File: src/rtl/instr_sequencer_pkg.sv
// instr_sequencer_pkg: opcodes, fixed words, sizes and issue lengths shared with control_circuit
package instr_sequencer_pkg;
  localparam int INSTR_W = 11;
  localparam int DATA_W  = 8;
  localparam int DEPTH   = 16;
  localparam int ADDR_W  = 4;
  localparam int OP_W    = 3;
  localparam int REG_W   = 4;
  localparam logic [OP_W-1:0] OP_LOAD = 3'b000;
  localparam logic [OP_W-1:0] OP_MOV  = 3'b001;
  localparam logic [OP_W-1:0] OP_ADD  = 3'b010;
  localparam logic [OP_W-1:0] OP_SUB  = 3'b011;
  localparam logic [OP_W-1:0] OP_HALT = 3'b111;
  localparam logic [INSTR_W-1:0] NOP_WORD  = {OP_HALT, 8'h00};
  localparam logic [INSTR_W-1:0] HALT_WORD = {OP_HALT, 8'h00};
  typedef enum logic [1:0] {IDLE, ISSUE, HALTED} state_t;
  function automatic logic [2:0] issue_len(input logic [OP_W-1:0] op);
    return op == OP_LOAD ? 3'd3 : op == OP_MOV ? 3'd2 :
           (op == OP_ADD || op == OP_SUB) ? 3'd4 : 3'd1;
  endfunction
endpackage

File: src/rtl/instr_sequencer_store.sv
// instr_store: register-array program store, one synchronous write port, combinational reads at a and a+1
module instr_store #(
  parameter int DEPTH = 16,
  parameter int W     = 11,
  parameter int DW    = 8,
  parameter int AW    = 4
) (
  input  logic          clk,
  input  logic          we_i,
  input  logic [AW-1:0] waddr_i,
  input  logic [W-1:0]  wdata_i,
  input  logic [AW-1:0] raddr_i,
  output logic [W-1:0]  rdata0_o,
  output logic [DW-1:0] rdata1_o
);
  logic [W-1:0] mem_q [DEPTH];
  logic [AW-1:0] raddr1;
  always_ff @(posedge clk) if (we_i) mem_q[waddr_i] <= wdata_i;
  always_comb begin
    raddr1   = raddr_i + AW'(1);
    rdata0_o = mem_q[raddr_i];
    rdata1_o = mem_q[raddr1][DW-1:0];
  end
endmodule

File: src/rtl/instr_sequencer.sv
// instr_sequencer: fetches program words and holds each on instruction_o for its control-FSM length
module instr_sequencer
  import instr_sequencer_pkg::*;
(
  input  logic               clk,
  input  logic               reset,
  input  logic               prog_we_i,
  input  logic [ADDR_W-1:0]  prog_addr_i,
  input  logic [INSTR_W-1:0] prog_wdata_i,
  input  logic               run_i,
  input  logic               halt_req_i,
  output logic [INSTR_W-1:0] instruction_o,
  output logic [DATA_W-1:0]  ext_data_o,
  output logic [ADDR_W-1:0]  pc_o,
  output logic               busy_o,
  output logic               prog_done_o
);
  state_t              state_q;
  logic [1:0]          cnt_q;
  logic [INSTR_W-1:0]  instr_q;
  logic [DATA_W-1:0]   ext_q;
  logic [ADDR_W-1:0]   pc_q, npc, rd_addr;
  logic                busy_q, done_q, last;
  logic [OP_W-1:0]     op;
  logic [INSTR_W-1:0]  rd0;
  logic [DATA_W-1:0]   rd1;
  always_comb begin
    op      = instr_q[INSTR_W-1 -: OP_W];
    last    = {1'b0, cnt_q} == issue_len(op) - 3'd1;
    npc     = pc_q + (op == OP_LOAD ? ADDR_W'(2) : ADDR_W'(1));
    rd_addr = state_q == ISSUE ? npc : '0;
  end
  // busy_q doubles as the write guard: the store only changes outside ISSUE
  instr_store #(.DEPTH(DEPTH), .W(INSTR_W), .DW(DATA_W), .AW(ADDR_W)) u_store (
    .clk      (clk),
    .we_i     (prog_we_i & ~busy_q),
    .waddr_i  (prog_addr_i),
    .wdata_i  (prog_wdata_i),
    .raddr_i  (rd_addr),
    .rdata0_o (rd0),
    .rdata1_o (rd1)
  );
  always_ff @(posedge clk or posedge reset) begin
    if (reset) begin
      state_q <= IDLE;
      cnt_q   <= '0;
      instr_q <= NOP_WORD;
      ext_q   <= '0;
      pc_q    <= '0;
      busy_q  <= 1'b0;
      done_q  <= 1'b0;
    end else if (state_q == ISSUE) begin
      if (op == OP_HALT) begin
        state_q <= HALTED;
        instr_q <= NOP_WORD;
        busy_q  <= 1'b0;
        done_q  <= 1'b1;
      end else if (!last) begin
        cnt_q <= cnt_q + 2'd1;
      end else if (halt_req_i) begin
        state_q <= IDLE;
        instr_q <= NOP_WORD;
        busy_q  <= 1'b0;
      end else begin
        pc_q    <= npc;
        instr_q <= rd0;
        ext_q   <= rd1;
        cnt_q   <= '0;
      end
    end else if (run_i) begin
      state_q <= ISSUE;
      pc_q    <= '0;
      instr_q <= rd0;
      ext_q   <= rd1;
      cnt_q   <= '0;
      busy_q  <= 1'b1;
      done_q  <= 1'b0;
    end
  end
  assign instruction_o = instr_q;
  assign ext_data_o    = ext_q;
  assign pc_o          = pc_q;
  assign busy_o        = busy_q;
  assign prog_done_o   = done_q;
endmodule

File: config.mk
export PLATFORM = sky130hd
export DESIGN_NAME = instr_sequencer
export DESIGN_NICKNAME = d
export VERILOG_FILES = /design/src/rtl/instr_sequencer_pkg.sv /design/src/rtl/instr_sequencer_store.sv /design/src/rtl/instr_sequencer.sv
export SDC_FILE = /design/constraint.sdc
export NUM_CORES = 1
export LEC_CHECK = 0
export CAP_MARGIN = 20
export CORE_AREA = 2 2 134 136
export CTS_CLUSTER_SIZE = 40
export DETAILED_ROUTE_END_ITERATION = 10
export DIE_AREA = 0 0 136 138
export HOLD_SLACK_MARGIN = 0.08
export PLACE_DENSITY_LB_ADDON = 0.25
export SLEW_MARGIN = 20
export SYNTH_ARGS = -nofsm -noshare
export SYNTH_HDL_FRONTEND = slang
export SYNTH_HIERARCHICAL = 1
export SYNTH_SLANG_ARGS = --single-unit
export TNS_END_PERCENT = 10
File: constraint.sdc
create_clock -name clk -period 3.56 [get_ports clk]
set_clock_uncertainty 0.05 [all_clocks]
set_input_delay 0.534 -clock clk [delete_from_list [all_inputs] [get_ports clk]]
set_output_delay 0.534 -clock clk [all_outputs]
set_load 0.03 [all_outputs]
==> impl_metrics.csv <==
group,metric,value,unit
outcome,status,"finished clean",
cells_and_area,drive_gt1_share,30.14,%
pwr,p_int,5.914,mW
global_routing,grt.total_usage,22.83,%
clock_network,clk_latency,0.49,ns
clock_network,h-tree-depth,1,
timing,period_share,96.86,%
synth,ys_ff_latch,204,
drt,wl_per_cell,25.68,microns
synth,synth_area,9233,sq um
die,pin_count,45,
cells_and_area,syn2layout_area_growth,18.04,%
worst_setup_path,critPathArrivalTime,3.83,ns
run,drv_cap,0,
placement,port_buffers,44,
worst_setup_path,cp_max_fo,10,
global_routing,first_global_vias,5313,
pwr,p_comb_share,40.2,%
synth,synthCells,485,
timing,fin_setup_tns,0,ns
worst_setup_path,path_common_cell,"ha_1",
cells_and_area,nFillCells,1271,
cells_and_area,utilization,62.15,%
clock_network,clockBufferDepth,3,
pwr,p_leak,3.761,nW
timing,tightestPinTransition,0.6710,ns
worst_setup_path,path_class,"reg2reg",
drt,drt-total-wl,20.88,mm
worst_setup_path,rr_worst_depth,11,
worst_setup_path,critPathLaunchType,"register",
die,num_rows,49,
synth,yosys_warnings,6,
worst_setup_path,critical_path_required,3.94,ns
global_routing,grt_pass1_wl,31.85,mm
global_routing,overflow,0,
worst_setup_path,crit_buf_inv,2,
synth,synth_flop_cell,"edfxtp_1",
timing,max_freq,0.2900,GHz
synth,syn_nets,510,
placement,dp_hpwl,13.39,mm
synth,ys_async_sr_fraction,13.73,%
pwr,p_sw,2.754,mW
die,dieArea,18770,sq um
pwr,swShare,31.77,%
die,core,17530,sq um
global_routing,antenna_found_initial,0,
timing,setup_violations,0,
worst_setup_path,slowest_delay,0.55,ns
cells_and_area,n_antenna_cell,0,
timing,slew_viol_final,0,
die,die_h,138,microns
worst_setup_path,cp-end-kind,"register",
pwr,p_per_area,795.4,nW/um^2
synth,synth_edf_count,176,
timing,worst_slew_margin_rel,55.27,%
clock_network,cts.reportedPaths.clkPinSlew,0.06,ns
global_routing,grt_max_degree,55,
drt,vias,5202,
synth,yosysUniqueCellTypes,52,
timing,rsz0062_at_grt,"false",
drt,ant_nets,0,
die,start_util,52.65,%
drt,via_per_inst,6.399,
worst_setup_path,path_cells,"or3_2 -> ha_1 -> fa_1 -> and2_2 -> ha_1 -> xor2_4 -> buf_12 -> mux4_1 -> mux2i_1 -> buf_4 -> mux2_2",
die,fp.dieW,136,microns
placement,gp_congestion,0.8278,
hold_path,hp-class,"in2async",
clock_network,cts_setup_buffers,0,
clock_network,numCtsBuffers,22,
synth,syn_area_per_cell,19.04,sq um
clock_network,clock_sinks,204,
worst_setup_path,slowest_stage,"mux4_1",
pwr,seqPwrFrac,33.4,%
clock_network,cts_tree,"yes",
worst_setup_path,critical-path-top-delay-family,"adder cells",
clock_network,root_buffer,"clkbuf_16",
worst_setup_path,cp.depth,11,
pwr,peakVddDrop,0.5724,mV
drt,dr.pass1.iters,5,
cells_and_area,nets,593,
timing,period_needed,3.448,ns
timing,finalHoldViolations,0,
drt,drc,0,
pwr,power_frac_clock,26.4,%
synth,ys_seq_area_share,64.87,%
drt,drt_iter0_markers,521,
Yosys cell counts (all sizes together) (2+ instances only):
cell / instances / share of area [%]
edfxtp: 176 / 57
mux4: 68 / 17
mux2i: 49 / 5.3
dfrtp: 25 / 6.8
a22oi: 22 / 1.8
nor2: 19 / 0.77
buf: 18 / 1.8
nand2: 15 / 0.64
a22o: 10 / 1.1
mux2: 10 / 1.3
clkbuf: 8 / 0.33
nand3: 5 / 0.33
a21oi: 4 / 0.22
ha: 4 / 0.54
inv: 4 / 0.16
nor2b: 4 / 0.27
nor3: 4 / 0.22
xor2: 4 / 0.66
and2: 3 / 0.20
dfstp: 3 / 0.85
nand2b: 3 / 0.20
o22a: 3 / 0.30
xnor2: 3 / 0.28
a31oi: 2 / 0.14
and2b: 2 / 0.16
nand3b: 2 / 0.16
o21ai: 2 / 0.11
o31ai: 2 / 0.31
logic make-up after synthesis:
| group | count (synthesis) | synth area share (%) |
|---|---|---|
| xor gates and xnor gates | 7 | 0.9488 |
| DFF | 204 | 64.87 |
| and+or+nand+nor | 61 | 3.280 |
| buffers and inverters | 30 | 2.250 |
| muxes | 127 | 23.40 |
| AOI/OAI and AO/OA | 51 | 4.486 |
| adders and majority gates | 5 | 0.7589 |
registers in the layout (all words and copies together), names as in the netlist:
register	count
prog_done_o	1
cnt_q	2
u_store/mem_q	176
instruction_o	11
pc_o	4
ext_data_o	8
state_q	2
layout by cell type, fill, tap and decap left out, types with 4 or more instances in the layout:
master	instances
mux4_1	5
mux2_2	8
dfrtp_1	25
buf_4	35
a21oi_1	4
clkdlybuf4s50_1	44
clkinv_1	8
nor2b_1	4
nor2_1	19
buf_12	5
nand2_1	14
nand3_1	4
clkbuf_16	23
a22o_2	8
a22oi_1	22
mux4_2	63
ha_1	4
edfxtp_1	176
nor3_2	4
mux2i_1	49
stage by stage:
stage | worst slack, ns | instances | hold WS [ns] | power [mW] | cell area [sq um]
6_report | 0.1119 | 813 | 0.3830 | 8.668 | 10900
5_1_grt | 0.01432 | 813 | 0.4392 | 9.048 | 10900
4_1_cts | 0.1137 | 813 | 0.3950 | 8.722 | 10890
3_5_place_dp | 0.1355 | 773 | 0.4265 | 6.428 | 10160
3_3_place_gp | 0.1111 | 773 | 0.4197 | 6.356 | 10160
2_1_floorplan | 0.05948 | 485 | 0.4471 | 5.549 | 9233
power groups by stage:
| stage | clock (mW) | combinational, mW | sequential (mW) |
|---|---|---|---|
| 2_1_floorplan | 0 | 2.41 | 3.13 |
| 3_3_place_gp | 0 | 3.42 | 2.94 |
| 3_5_place_dp | 0 | 3.49 | 2.94 |
| 4_1_cts | 2.33 | 3.49 | 2.89 |
| 5_1_grt | 2.43 | 3.71 | 2.91 |
| 6_report | 2.29 | 3.49 | 2.89 |
repair_timing:
action	4_1_cts	5_1_grt
setup endpoints to repair	0	3
resized for setup	0	1
hold buffers	0	0
hold endpoints to repair	0	0
worst register-to-register path, delay by kind of cell (launching register included):
kind	cells	cell delay, ns
mux	3	0.85
simple gates	2	0.66
xor+xnor	1	0.20
fa+ha+maj	3	0.94
flops	1	0.37
buf+inv	2	0.32
worst paths after layout:
kind,from,end,slack (ns)
setup / recovery,instruction_o[9]$_DFFE_PP1P_,ext_data_o[0]$_DFFE_PP0P_,0.11
hold / removal,reset,ext_data_o[3]$_DFFE_PP0P_,0.38
setup reg to reg,instruction_o[9]$_DFFE_PP1P_,ext_data_o[0]$_DFFE_PP0P_,0.11
hold reg to reg,prog_done_o$_DFFE_PP0P_,prog_done_o$_DFFE_PP0P_,0.44
max in group asynchronous,reset,instruction_o[10]$_DFFE_PP1P_,2.50
min in group clk,prog_done_o$_DFFE_PP0P_,prog_done_o$_DFFE_PP0P_,0.44
area by class of cell:
type | instances | area (sq um) | share of cell area (%)
well taps | 229 | 286.5 | 2.629
clock inverters | 16 | 153.9 | 1.412
clock buffers | 24 | 579.3 | 5.316
repair buffers | 85 | 814.5 | 7.474
multi-input cells | 251 | 3059 | 28.07
inverters | 4 | 15.01 | 0.1378
flip-flops and latches | 204 | 5989 | 54.96
routing by layer:
layer	wire, microns	track usage (%)	vias to the layer above
li1	-	-	2191
met4	390	5.592	0
met5	0	0	-
met3	2065	3.374	37
met2	9862	35.52	263
met1	8561	34.55	2711
No activity file was read; power rests on OpenSTA's default activity.
